<file path="config.mk">
export PLATFORM = sky130hd
export DESIGN_NAME = pipe_hazard_ctrl
export DESIGN_NICKNAME = d
export VERILOG_FILES = /design/src/rtl/pipe_hazard_ctrl.sv
export SDC_FILE = /design/constraint.sdc
export NUM_CORES = 1
export LEC_CHECK = 0
export ABC_AREA = 0
export ABC_CLOCK_PERIOD_IN_PS = 5000
export CORE_MARGIN = 2
export CORE_UTILIZATION = 32
export DETAILED_ROUTE_END_ITERATION = 8
export PLACE_DENSITY = 0.95
export SYNTH_ARGS = -nofsm -noshare
export SYNTH_HDL_FRONTEND = slang
export SYNTH_SLANG_ARGS = --single-unit
</file>
<file path="constraint.sdc">
create_clock -name clk -period 5 [get_ports clk]
set_input_delay 1 -clock clk [delete_from_list [all_inputs] [get_ports clk]]
set_output_delay 1 -clock clk [all_outputs]
set_load 0.02 [all_outputs]
</file>
<file path="src/rtl/pipe_hazard_ctrl.sv">
// Pipeline sequencing controller: branch/jump redirect, load-use bubble, memory-wait freeze
// with a sticky watchdog. Performance counters are built only when PIPE_HAZARD_PERF_EN is defined.
module pipe_hazard_ctrl #(
    parameter int unsigned WAIT_MAX = 16,
    parameter int unsigned CNT_W    = 32
) (
    input  logic             clk,
    input  logic             rst,
    input  logic             idex_mem_read,
    input  logic [4:0]       idex_rt,
    input  logic [4:0]       ifid_rs,
    input  logic [4:0]       ifid_rt,
    input  logic             exmem_branch,
    input  logic             exmem_zero_1,
    input  logic             exmem_zero_2,
    input  logic             exmem_beq_bne,
    input  logic             exmem_jump,
    input  logic [31:0]      exmem_b_addr,
    input  logic [31:0]      exmem_j_addr,
    input  logic             mem_req,
    input  logic             mem_ready,
    output logic             pc_write,
    output logic [1:0]       pc_sel,
    output logic [31:0]      pc_target,
    output logic             ifid_write,
    output logic             idex_write,
    output logic             exmem_write,
    output logic             memwb_write,
    output logic             ifid_flush,
    output logic             idex_flush,
    output logic             exmem_flush,
    output logic             mem_timeout,
    output logic [CNT_W-1:0] stall_cnt,
    output logic [CNT_W-1:0] flush_cnt
);

    typedef enum logic [1:0] {
        RUN      = 2'd0,
        MEM_WAIT = 2'd1,
        ERROR    = 2'd2
    } state_t;

    localparam logic [7:0] WAIT_LIMIT = 8'(WAIT_MAX);

    state_t     state_reg;
    logic [7:0] wait_cnt_reg;
    logic       mem_timeout_reg;

    logic taken;
    logic redirect;
    logic load_use;
    logic mem_busy;

    assign taken    = exmem_branch & ((~exmem_beq_bne & exmem_zero_1) | (exmem_beq_bne & exmem_zero_2));
    assign redirect = taken | exmem_jump;
    assign load_use = idex_mem_read & (idex_rt != 5'd0) &
                      ((idex_rt == ifid_rs) | (idex_rt == ifid_rt));
    assign mem_busy = mem_req & ~mem_ready;

    always_ff @(posedge clk or negedge rst) begin
        if (!rst) begin
            state_reg       <= RUN;
            wait_cnt_reg    <= 8'd0;
            mem_timeout_reg <= 1'b0;
        end else begin
            case (state_reg)
                RUN: begin
                    if (mem_busy) begin
                        state_reg    <= MEM_WAIT;
                        wait_cnt_reg <= 8'd1;
                    end
                end
                MEM_WAIT: begin
                    // A ready arriving on the limit cycle still completes normally
                    if (mem_ready) begin
                        state_reg    <= RUN;
                        wait_cnt_reg <= 8'd0;
                    end else if (wait_cnt_reg == WAIT_LIMIT) begin
                        state_reg       <= ERROR;
                        mem_timeout_reg <= 1'b1;
                    end else begin
                        wait_cnt_reg <= wait_cnt_reg + 8'd1;
                    end
                end
                default: begin
                    state_reg       <= ERROR;
                    mem_timeout_reg <= 1'b1;
                end
            endcase
        end
    end

    assign mem_timeout = mem_timeout_reg;

    always_comb begin
        pc_write    = 1'b0;
        ifid_write  = 1'b0;
        idex_write  = 1'b0;
        exmem_write = 1'b0;
        memwb_write = 1'b0;
        ifid_flush  = 1'b0;
        idex_flush  = 1'b0;
        exmem_flush = 1'b0;
        pc_sel      = 2'd0;
        pc_target   = 32'd0;
        if (!rst) begin
            ifid_flush  = 1'b1;
            idex_flush  = 1'b1;
            exmem_flush = 1'b1;
        end else if (state_reg == RUN && !mem_busy) begin
            if (redirect) begin
                pc_write    = 1'b1;
                ifid_write  = 1'b1;
                idex_write  = 1'b1;
                exmem_write = 1'b1;
                memwb_write = 1'b1;
                ifid_flush  = 1'b1;
                idex_flush  = 1'b1;
                exmem_flush = 1'b1;
                pc_sel      = exmem_jump ? 2'd2 : 2'd1;
                pc_target   = exmem_jump ? exmem_j_addr : exmem_b_addr;
            end else if (load_use) begin
                idex_write  = 1'b1;
                exmem_write = 1'b1;
                memwb_write = 1'b1;
                idex_flush  = 1'b1;
            end else begin
                pc_write    = 1'b1;
                ifid_write  = 1'b1;
                idex_write  = 1'b1;
                exmem_write = 1'b1;
                memwb_write = 1'b1;
            end
        end
    end

`ifdef PIPE_HAZARD_PERF_EN
    logic [CNT_W-1:0] stall_cnt_reg;
    logic [CNT_W-1:0] flush_cnt_reg;

    // ifid_flush outside reset is high only on an applied redirect
    always_ff @(posedge clk or negedge rst) begin
        if (!rst) begin
            stall_cnt_reg <= '0;
            flush_cnt_reg <= '0;
        end else begin
            if (!pc_write && state_reg != ERROR && stall_cnt_reg != '1) begin
                stall_cnt_reg <= stall_cnt_reg + 1'b1;
            end
            if (ifid_flush && flush_cnt_reg != '1) begin
                flush_cnt_reg <= flush_cnt_reg + 1'b1;
            end
        end
    end

    assign stall_cnt = stall_cnt_reg;
    assign flush_cnt = flush_cnt_reg;
`else
    assign stall_cnt = '0;
    assign flush_cnt = '0;
`endif

endmodule

</file>
Word-level counts from Yosys, hierarchy flattened. Index checks and enable logic that the tools add are counted.

Register bits after elaboration: 11. Bits in writable memories: 0. Memory bits (read-only): 0. Memories: 0. Bits of input ports: 89. Bits in latches: 0. Word-level logic and storage cells: 65. Output and inout port bits: 107.

Bitwise operators: 12. Add/sub/neg operators: 1. Equality and inequality tests: 9. Multiplexer cells: 32. Multiply operators: 0. Div/mod/pow operators: 0. Reductions and logical operators: 8. Order comparisons: 0. Shift operators: 0.

Operator list (number): $mux 32 (4); $mux 8 (3); $pmux 8 s2 (1); $mux 1 (15); $mux 2 (7); $eq 5x5->1 (2); $add 8x1->8 const B (1); $eq 8x5->1 const B (1); $and 1x1->1 (6); $ne 2x2->1 const B (3); $ne 3x3->1 const B (2); $reduce_and 3->1 (2); $reduce_bool 5->1 (1); $pmux 2 s2 (1); $not 1->1 (3); $or 1x1->1 (3); $eq 2x1->1 const B (1); $logic_not 2->1 (1); $pmux 1 s2 (1); $reduce_and 2->1 (1); $reduce_bool 2->1 (1); $logic_and 1x1->1 (1); $logic_not 1->1 (1).

Longest topological paths before layout. Gate-level depths: netlist of run 1.

Word-level depth: 8. Depth in mapped cells: 6. Mapped depth without buffers: 6.

Least setup slack after synthesis of run 1. OpenSTA, ideal clock, no wires.

Path type: input port to output port. Start point: input port mem_req. End point: output port idex_flush. Buffers on the path: 0. Arrival: 2.299 ns. Data required time: 4.000 ns. Path slack: 1.701 ns. Cell stages on the path: 3. Cells stage by stage: nor2b_1 or3_1 o311ai_0.

Longest elaborated chain between the ends: 5.

RTL lines: start: declaration (line 20) `input logic mem_req,`; $and 1x1->1 (line 58) `assign mem_busy = mem_req & ~mem_ready;`; $logic_not 1->1 (line 110) `end else if (state_reg == RUN && !mem_busy) begin`; $logic_and 1x1->1 (line 110); $mux 1 (line 110); $mux 1 (line 106) `if (!rst) begin`; end: declaration (line 30) `output logic idex_flush,`.

No other way between the ends.

Worst setup path in the final report of run 1.
Start point: input port mem_ready. End point: output port pc_target[31].

Longest elaborated chain between the ends: 6.

RTL lines: start: declaration (line 21) `input logic mem_ready,`; $not 1->1 (line 58); $and 1x1->1 (line 58); $logic_not 1->1 (line 110); $logic_and 1x1->1 (line 110); $mux 32 (line 110); $mux 32 (line 106); end: declaration (line 24) `output logic [31:0] pc_target,`.

No other way between the ends.

==> out/metrics.cfg, run 1 <==
[logic_synthesis]
synth_top_cell_by_area = buf_4
ys_seq_elements = 11
syn_inst = 236
synth_area_um2 = 1870
syn_avg_cell_area_um2 = 7.92
synth_top_area_share_pct = 27.3
synth_most_common_cell = buf_4
synth_edf_count = 0
synthArstFlopShare_pct = 100
synth_ff_type = dfrtp_1
yosysSeqAreaShare_pct = 14.7
ys_types = 39
yosys_warnings = 0
synth_common_cells = buf_4, nor2_1, mux2i_1
netlist_top_cells_area = buf_4, mux2i_1, dfrtp_1

[cts]
cts_max_path_buffers = 2
cts_tree = built
h-tree-depth = 1
cts_buffers = 3
clk_pin_slew_worst_paths_ns = 0.05
cts_hold_buf = 0
clock_sinks = 11
cts_setup_buffers = 0
clk-insertion-delay-late_ns = 0.24
cts-root-buf = clkbuf_8
post_cts_resize_count = 0

[route]
wl_per_cell_um = 14.0
drc = 0
drt_iter0_markers = 53
drt-pass1-iter-count = 4
vias = 1866
final_antenna_net_count = 0
viasPerCell = 4.32
drt-total-wl_um = 6030

[sta]
fin_setup_tns_ns = 0
finalSetupViolCount = 0
tightest_slew_ns = 0.538
maxSlewHeadroom_pct = 64.1
max_freq_ghz = 0.232
rsz0062_at_grt = false
timing.final.ws_setup_ns = 0.696
min_period_ns = 4.30
finalHoldViolCount = 0
slew_violations = 0
holdWs_ns = 0.465
fin_crit_sh_pct = 86.1
skew_ns = 0.00330

[die]
die_h_um = 80.4
initial_utilization_pct = 33.5
die_w_um = 80.4
dieArea_um2 = 6460
rows = 27
ios = 196
coreArea_um2 = 5570

[critical_path]
r2r_cells = 6
max_stage_delay_ns = 0.62
worstSetupStartpointType = primary input
rr_startpoint = wait_cnt_reg[0]
r2r_setup_slack_ns = 3.18
critPathMaxFanout = 27
slowest_stage = clkdlybuf4s50_1
crit_arrival_ns = 3.30
worstPathCellList = clkdlybuf4s50_1 > nor2b_1 > nor3_2 > nand3_1 > buf_4 > nor2_1 > clkdlybuf4s50_1
crit_top_cell = clkdlybuf4s50_1
worstReg2RegEnd = wait_cnt_reg[0]
path_class = primary input to primary output
worstPathRequired_ns = 4.00
crit_path_end_kind = primary output

[power]
p_clk_share_pct = 18.6
pwr-share-seq_pct = 22.8
power.switching_w = 0.000191
p_leak_nw = 1.34
max-vdd-ir-drop_mv = 0.136
p_int_w = 0.000292
power.density_nw_per_um2 = 161
power_frac_comb_pct = 58.6
sw_frac_of_total_pct = 39.5

[hold_path]
hp-class = register to register
hold_start = mem_timeout
hold_end = mem_timeout
whs_path_depth = 1

[grt]
grt_max_degree = 35
antenna_found_initial = 0
grt_pass1_wl_um = 8650
grt_pass1_vias = 1748
track_usage_pct = 17.1
grt-ovfl-total = 0

[placement]
hpwlAfterDp_um = 5220
port_buffers = 131
gp_congestion = 0.862
placed_cells = 428
preCtsSetupSlack_ns = 0.662

[finish]
finish.utilization_pct = 54.0
largest_reg_flops = 8
syn_to_final_growth_pct = 61.0
final_cells = 432
nets = 452
diodes = 0
layout-drive-gt1-share_pct = 4.44

[run]
drv_cap = 0

[status]
status = finished clean

final cells by class:
type                    instances  area [um2]
fillers                       535        2570
multi-input cells             204        1240
flip-flops and latches         11         275
inverters                       7        26.3
clock buffers                   4        45.0
repair buffers                134        1330
well taps                      72        90.1
cells by family after synthesis:
kind of cell / share of synthesized area [%]
buffers and inverters: 31.4
AOI/OAI and AO/OA: 6.77
other: 0.201
DFF: 14.7
adders and majority gates: 1.34
and+or+nand+nor: 18.4
xor gates and xnor gates: 7.03
muxes: 20.2
power by group through the flow:
stage | sequential, W | clock, W | combinational (W)
detailed placement | 0.000112 | 0 | 0.000283
finish | 0.000110 | 0.0000898 | 0.000283
global placement | 0.000110 | 0 | 0.000280
CTS | 0.000110 | 0.0000933 | 0.000284
global route | 0.000112 | 0.0000974 | 0.000305
floorplan | 0.000112 | 0 | 0.000189
metal layers:
metal | GRT usage [%] | part of all wire, % | up-vias
li1 | - | - | 899
met4 | 3.90 | 1.6 | 0
met5 | 0 | 0 | -
met3 | 3.93 | 9.6 | 9
met2 | 33.4 | 53 | 84
met1 | 18.3 | 36 | 874
stage by stage:
stage	instance area, um2	power [W]
after floorplan	2100	0.000300
after global placement	2960	0.000390
after detailed placement	2960	0.000395
after CTS	3010	0.000488
after global routing	3010	0.000514
final	3010	0.000483
cell usage in the layout (no fill, tap or decap), types with 2 or more instances in the layout:
| master | count |
|---|---|
| dfrtp_1 | 11 |
| inv_1 | 7 |
| conb_1 | 64 |
| nand3_1 | 7 |
| clkdlybuf4s50_1 | 130 |
| nor2_1 | 41 |
| nor2b_1 | 3 |
| o21ai_0 | 2 |
| xnor2_1 | 5 |
| a2111oi_2 | 3 |
| clkbuf_8 | 3 |
| nand2_1 | 7 |
| mux2i_1 | 35 |
| xor2_1 | 10 |
| nor3_1 | 4 |
| ha_1 | 2 |
| buf_4 | 3 |
how the worst max path moves through the flow:
stage	from	end	slack, ns	cells past startpoint
finish	mem_ready	pc_target[31]	0.70	7
global route	mem_ready	pc_target[31]	0.49	7
CTS	mem_ready	pc_target[31]	0.66	7
detailed placement	mem_ready	pc_target[31]	0.66	7
global placement	mem_ready	pc_target[3]	0.76	7
floorplan	mem_req	idex_flush	1.70	3
critical path, delay by kind of cell:
family | cells | cell delay (ns)
buffers and inverters | 3 | 1.51
AND/OR/NAND/NOR | 4 | 0.78
Power figures use the tool's default switching activity.
==> run 2: changes to the inputs <==
Settings changed: SKIP_CTS_REPAIR_TIMING from default to 1, TNS_END_PERCENT from default to 30.
==> results of run 2 <==
Same layout as run 1: the final DEF is identical, and so are final timing and power.
==> run 3: changes to the inputs <==
Settings changed: ABC_AREA 0 to 1, CORE_UTILIZATION 32 to 33.
==> run 3 against run 2 <==
  * Clock skew about the same
  * Clock-buffer cell count is 1 lower
  * Worst hold slack better by 0.0051 ns
  * Via count is 24% higher
  * Clock power grew 4.0%
  * Flip-flop and latch count stayed put
  * Setup slack got worse by 0.057 ns
  * Cell count up 22%
  * Largest power group unchanged
  * Highest routed layer unchanged
==> out/metrics.cfg, run 3 <==
[grt]
grt_pass1_vias = 2000  ; was 1748
track_usage_pct = 16.5  ; was 17.1%
grt_pass1_wl_um = 8850  ; was 8650 um
antenna_found_initial = 0  ; unchanged
grt-ovfl-total = 0  ; unchanged
grt_max_degree = 36  ; was 35

[cts]
clk_pin_slew_worst_paths_ns = 0.05  ; about the same
clk-insertion-delay-late_ns = 0.25  ; was 0.24 ns
cts-root-buf = clkbuf_8  ; unchanged
h-tree-depth = 1  ; unchanged
cts_buffers = 3  ; unchanged
clock_sinks = 11  ; unchanged
cts_max_path_buffers = 2  ; unchanged
cts_tree = built  ; unchanged

[die]
dieArea_um2 = 6800  ; was 6460 um2
ios = 196  ; unchanged
coreArea_um2 = 5920  ; was 5570 um2
rows = 28  ; was 27
initial_utilization_pct = 34.3  ; was 33.5%
die_h_um = 82.4  ; was 80.4 um
die_w_um = 82.4  ; was 80.4 um

[finish]
final_cell_mix = clkdlybuf4s50_1, nand2_1, conb_1, inv_1, a21oi_2  ; was clkdlybuf4s50_1, conb_1, nor2_1, mux2i_1, dfrtp_1
diodes = 0  ; unchanged
syn_to_final_growth_pct = 56.1  ; was 61.0%
final_cells = 529  ; was 432
nets = 546  ; was 452
largest_reg_flops = 8  ; unchanged
final_common_cell = clkdlybuf4s50_1  ; unchanged
layout-drive-gt1-share_pct = 10.4  ; was 4.44%

[logic_synthesis]
syn_avg_cell_area_um2 = 6.14  ; was 7.92 um2
yosysSeqAreaShare_pct = 13.6  ; was 14.7%
ys_types = 27  ; was 39
synth_top_area_share_pct = 25.5  ; was 27.3%
netlist_top_cells_area = buf_4, nand2_1, dfrtp_1  ; was buf_4, mux2i_1, dfrtp_1
synth_common_cells = nand2_1, buf_4, inv_1  ; was buf_4, nor2_1, mux2i_1
synth_ff_type = dfrtp_1  ; unchanged
yosys_warnings = 0  ; unchanged
synth_most_common_cell = nand2_1  ; was buf_4
ys_seq_elements = 11  ; unchanged
synth_edf_count = 0  ; unchanged
syn_inst = 331  ; was 236
synth_area_um2 = 2030  ; was 1870 um2
synthArstFlopShare_pct = 100  ; unchanged
synth_top_cell_by_area = buf_4  ; unchanged

[power]
power.density_nw_per_um2 = 111  ; was 161 nW/um2
p_leak_nw = 1.43  ; was 1.34 nW
max-vdd-ir-drop_mv = 0.151  ; was 0.136 mV

[critical_path]
max_stage_delay_ns = 0.64  ; was 0.62 ns
cpLargestDelayFamily = buffers and inverters  ; unchanged
crit_top_cell = clkdlybuf4s50_1  ; unchanged
critPathMaxFanout = 17  ; was 27
crit_path_end_kind = primary output  ; unchanged
cp_num_buf_inv = 5  ; was 3
worstPathRequired_ns = 4.00  ; about the same
worstPathCellList = clkdlybuf4s50_1 > inv_2 > a21oi_4 > nand2_2 > clkinv_2 > o21ai_4 > buf_4 > a21oi_1 > clkdlybuf4s50_1  ; was clkdlybuf4s50_1 > nor2b_1 > nor3_2 > nand3_1 > buf_4 > nor2_1 > clkdlybuf4s50_1
slowest_stage = clkdlybuf4s50_1  ; unchanged
worstSetupStartpointType = primary input  ; unchanged
crit_arrival_ns = 3.36  ; was 3.30 ns
path_class = primary input to primary output  ; unchanged

[sta]
rsz0062_at_grt = false  ; unchanged
finalSetupViolCount = 0  ; unchanged
skew_ns = 0.00309  ; was 0.00330 ns
fin_crit_sh_pct = 87.2  ; was 86.1%
max_freq_ghz = 0.229  ; was 0.232 GHz
maxSlewHeadroom_pct = 57.8  ; was 64.1%
fin_setup_tns_ns = 0  ; unchanged
min_period_ns = 4.36  ; was 4.30 ns
finalHoldViolCount = 0  ; unchanged
tightest_slew_ns = 0.630  ; was 0.538 ns
slew_violations = 0  ; unchanged
holdWs_ns = 0.470  ; was 0.465 ns

[placement]
port_buffers = 131  ; unchanged
hpwlAfterDp_um = 5280  ; was 5220 um
gp_congestion = 0.922  ; was 0.862
placed_cells = 525  ; was 428

[route]
viasPerCell = 4.36  ; was 4.32
final_antenna_net_count = 0  ; unchanged
drt-total-wl_um = 6250  ; was 6030 um
drt_iter0_markers = 83  ; was 53
drc = 0  ; unchanged
vias = 2308  ; was 1866
wl_per_cell_um = 11.8  ; was 14.0 um
drt-pass1-iter-count = 4  ; unchanged

[hold_path]
hp-class = register to register  ; unchanged

[run]
drv_cap = 0  ; unchanged

[status]
status = finished clean  ; unchanged

[run 3: cell count changes after synthesis, sizes merged, moves of 4 or more]
cell / previous run / this run
o21ai: 2 / 13
nor2: 41 / 14
a21oi: 2 / 34
xor2: 10 / 0
inv: 7 / 32
nand2: 7 / 117
clkbuf: 1 / 6
nand3: 7 / 11
mux2i: 35 / 0
[run 3: cell type report]
class                           instances  area (um2)
Clock inverter                          1        5.00
Multi-Input combinational cell        271        1290
Inverter                               33         125
Timing Repair Buffer                  135        1340
Tap cell                               75        93.8
Sequential cell                        11         275
Fill cell                             536        2750
Clock buffer                            3        41.3
[run 3: metal layers]
layer	track usage, %	part of all wire, %	up-vias
li1	-	-	1139
met1	19.4	37	1025
met2	30.0	53	136
met3	4.46	9.4	8
met4	3.17	0.74	0
met5	0	0	-
[run 3: worst paths after layout]
path | start | endpoint | slack [ns] | depth (start not counted)
worst max-delay path | mem_ready | pc_target[1] | 0.64 | 9
worst min-delay path | mem_timeout | mem_timeout | 0.47 | 1
worst max register to register | wait_cnt_reg[0] | wait_cnt_reg[5] | 3.45 | 8
worst min register to register | mem_timeout | mem_timeout | 0.47 | 1
max in group asynchronous | rst | wait_cnt_reg[5] | 3.66 | 2
min in group asynchronous | rst | wait_cnt_reg[4] | 1.18 | 2
[run 3: stage by stage]
step | instance area, um2 | power [W] | setup WS, ns | util [%]
floorplan | 2270 | 0.000212 | 1.91 | -
global placement | 3120 | 0.000255 | 0.775 | 52.7
detailed placement | 3120 | 0.000257 | 0.670 | 52.7
CTS | 3170 | 0.000353 | 0.662 | 53.5
global route | 3170 | 0.000373 | 0.543 | 53.5
finish | 3170 | 0.000351 | 0.639 | 53.5
[run 3: power by group]
part	total [W]	switching [W]	internal, W
Sequential	0.0000898	0.000000370	0.0000894
Combinational	0.000168	0.0000920	0.0000758
Clock	0.0000934	0.0000383	0.0000551
Total	0.000351	0.000131	0.000220
[run 3: kinds of logic after synthesis]
group | Yosys count | share of synthesized area [%]
xor gates and xnor gates | 2 | 0.863
buffers and inverters | 112 | 34.7
DFF | 11 | 13.6
AOI/OAI and AO/OA | 49 | 18.8
adders and majority gates | 2 | 1.23
and+or+nand+nor | 154 | 30.7
other | 1 | 0.185
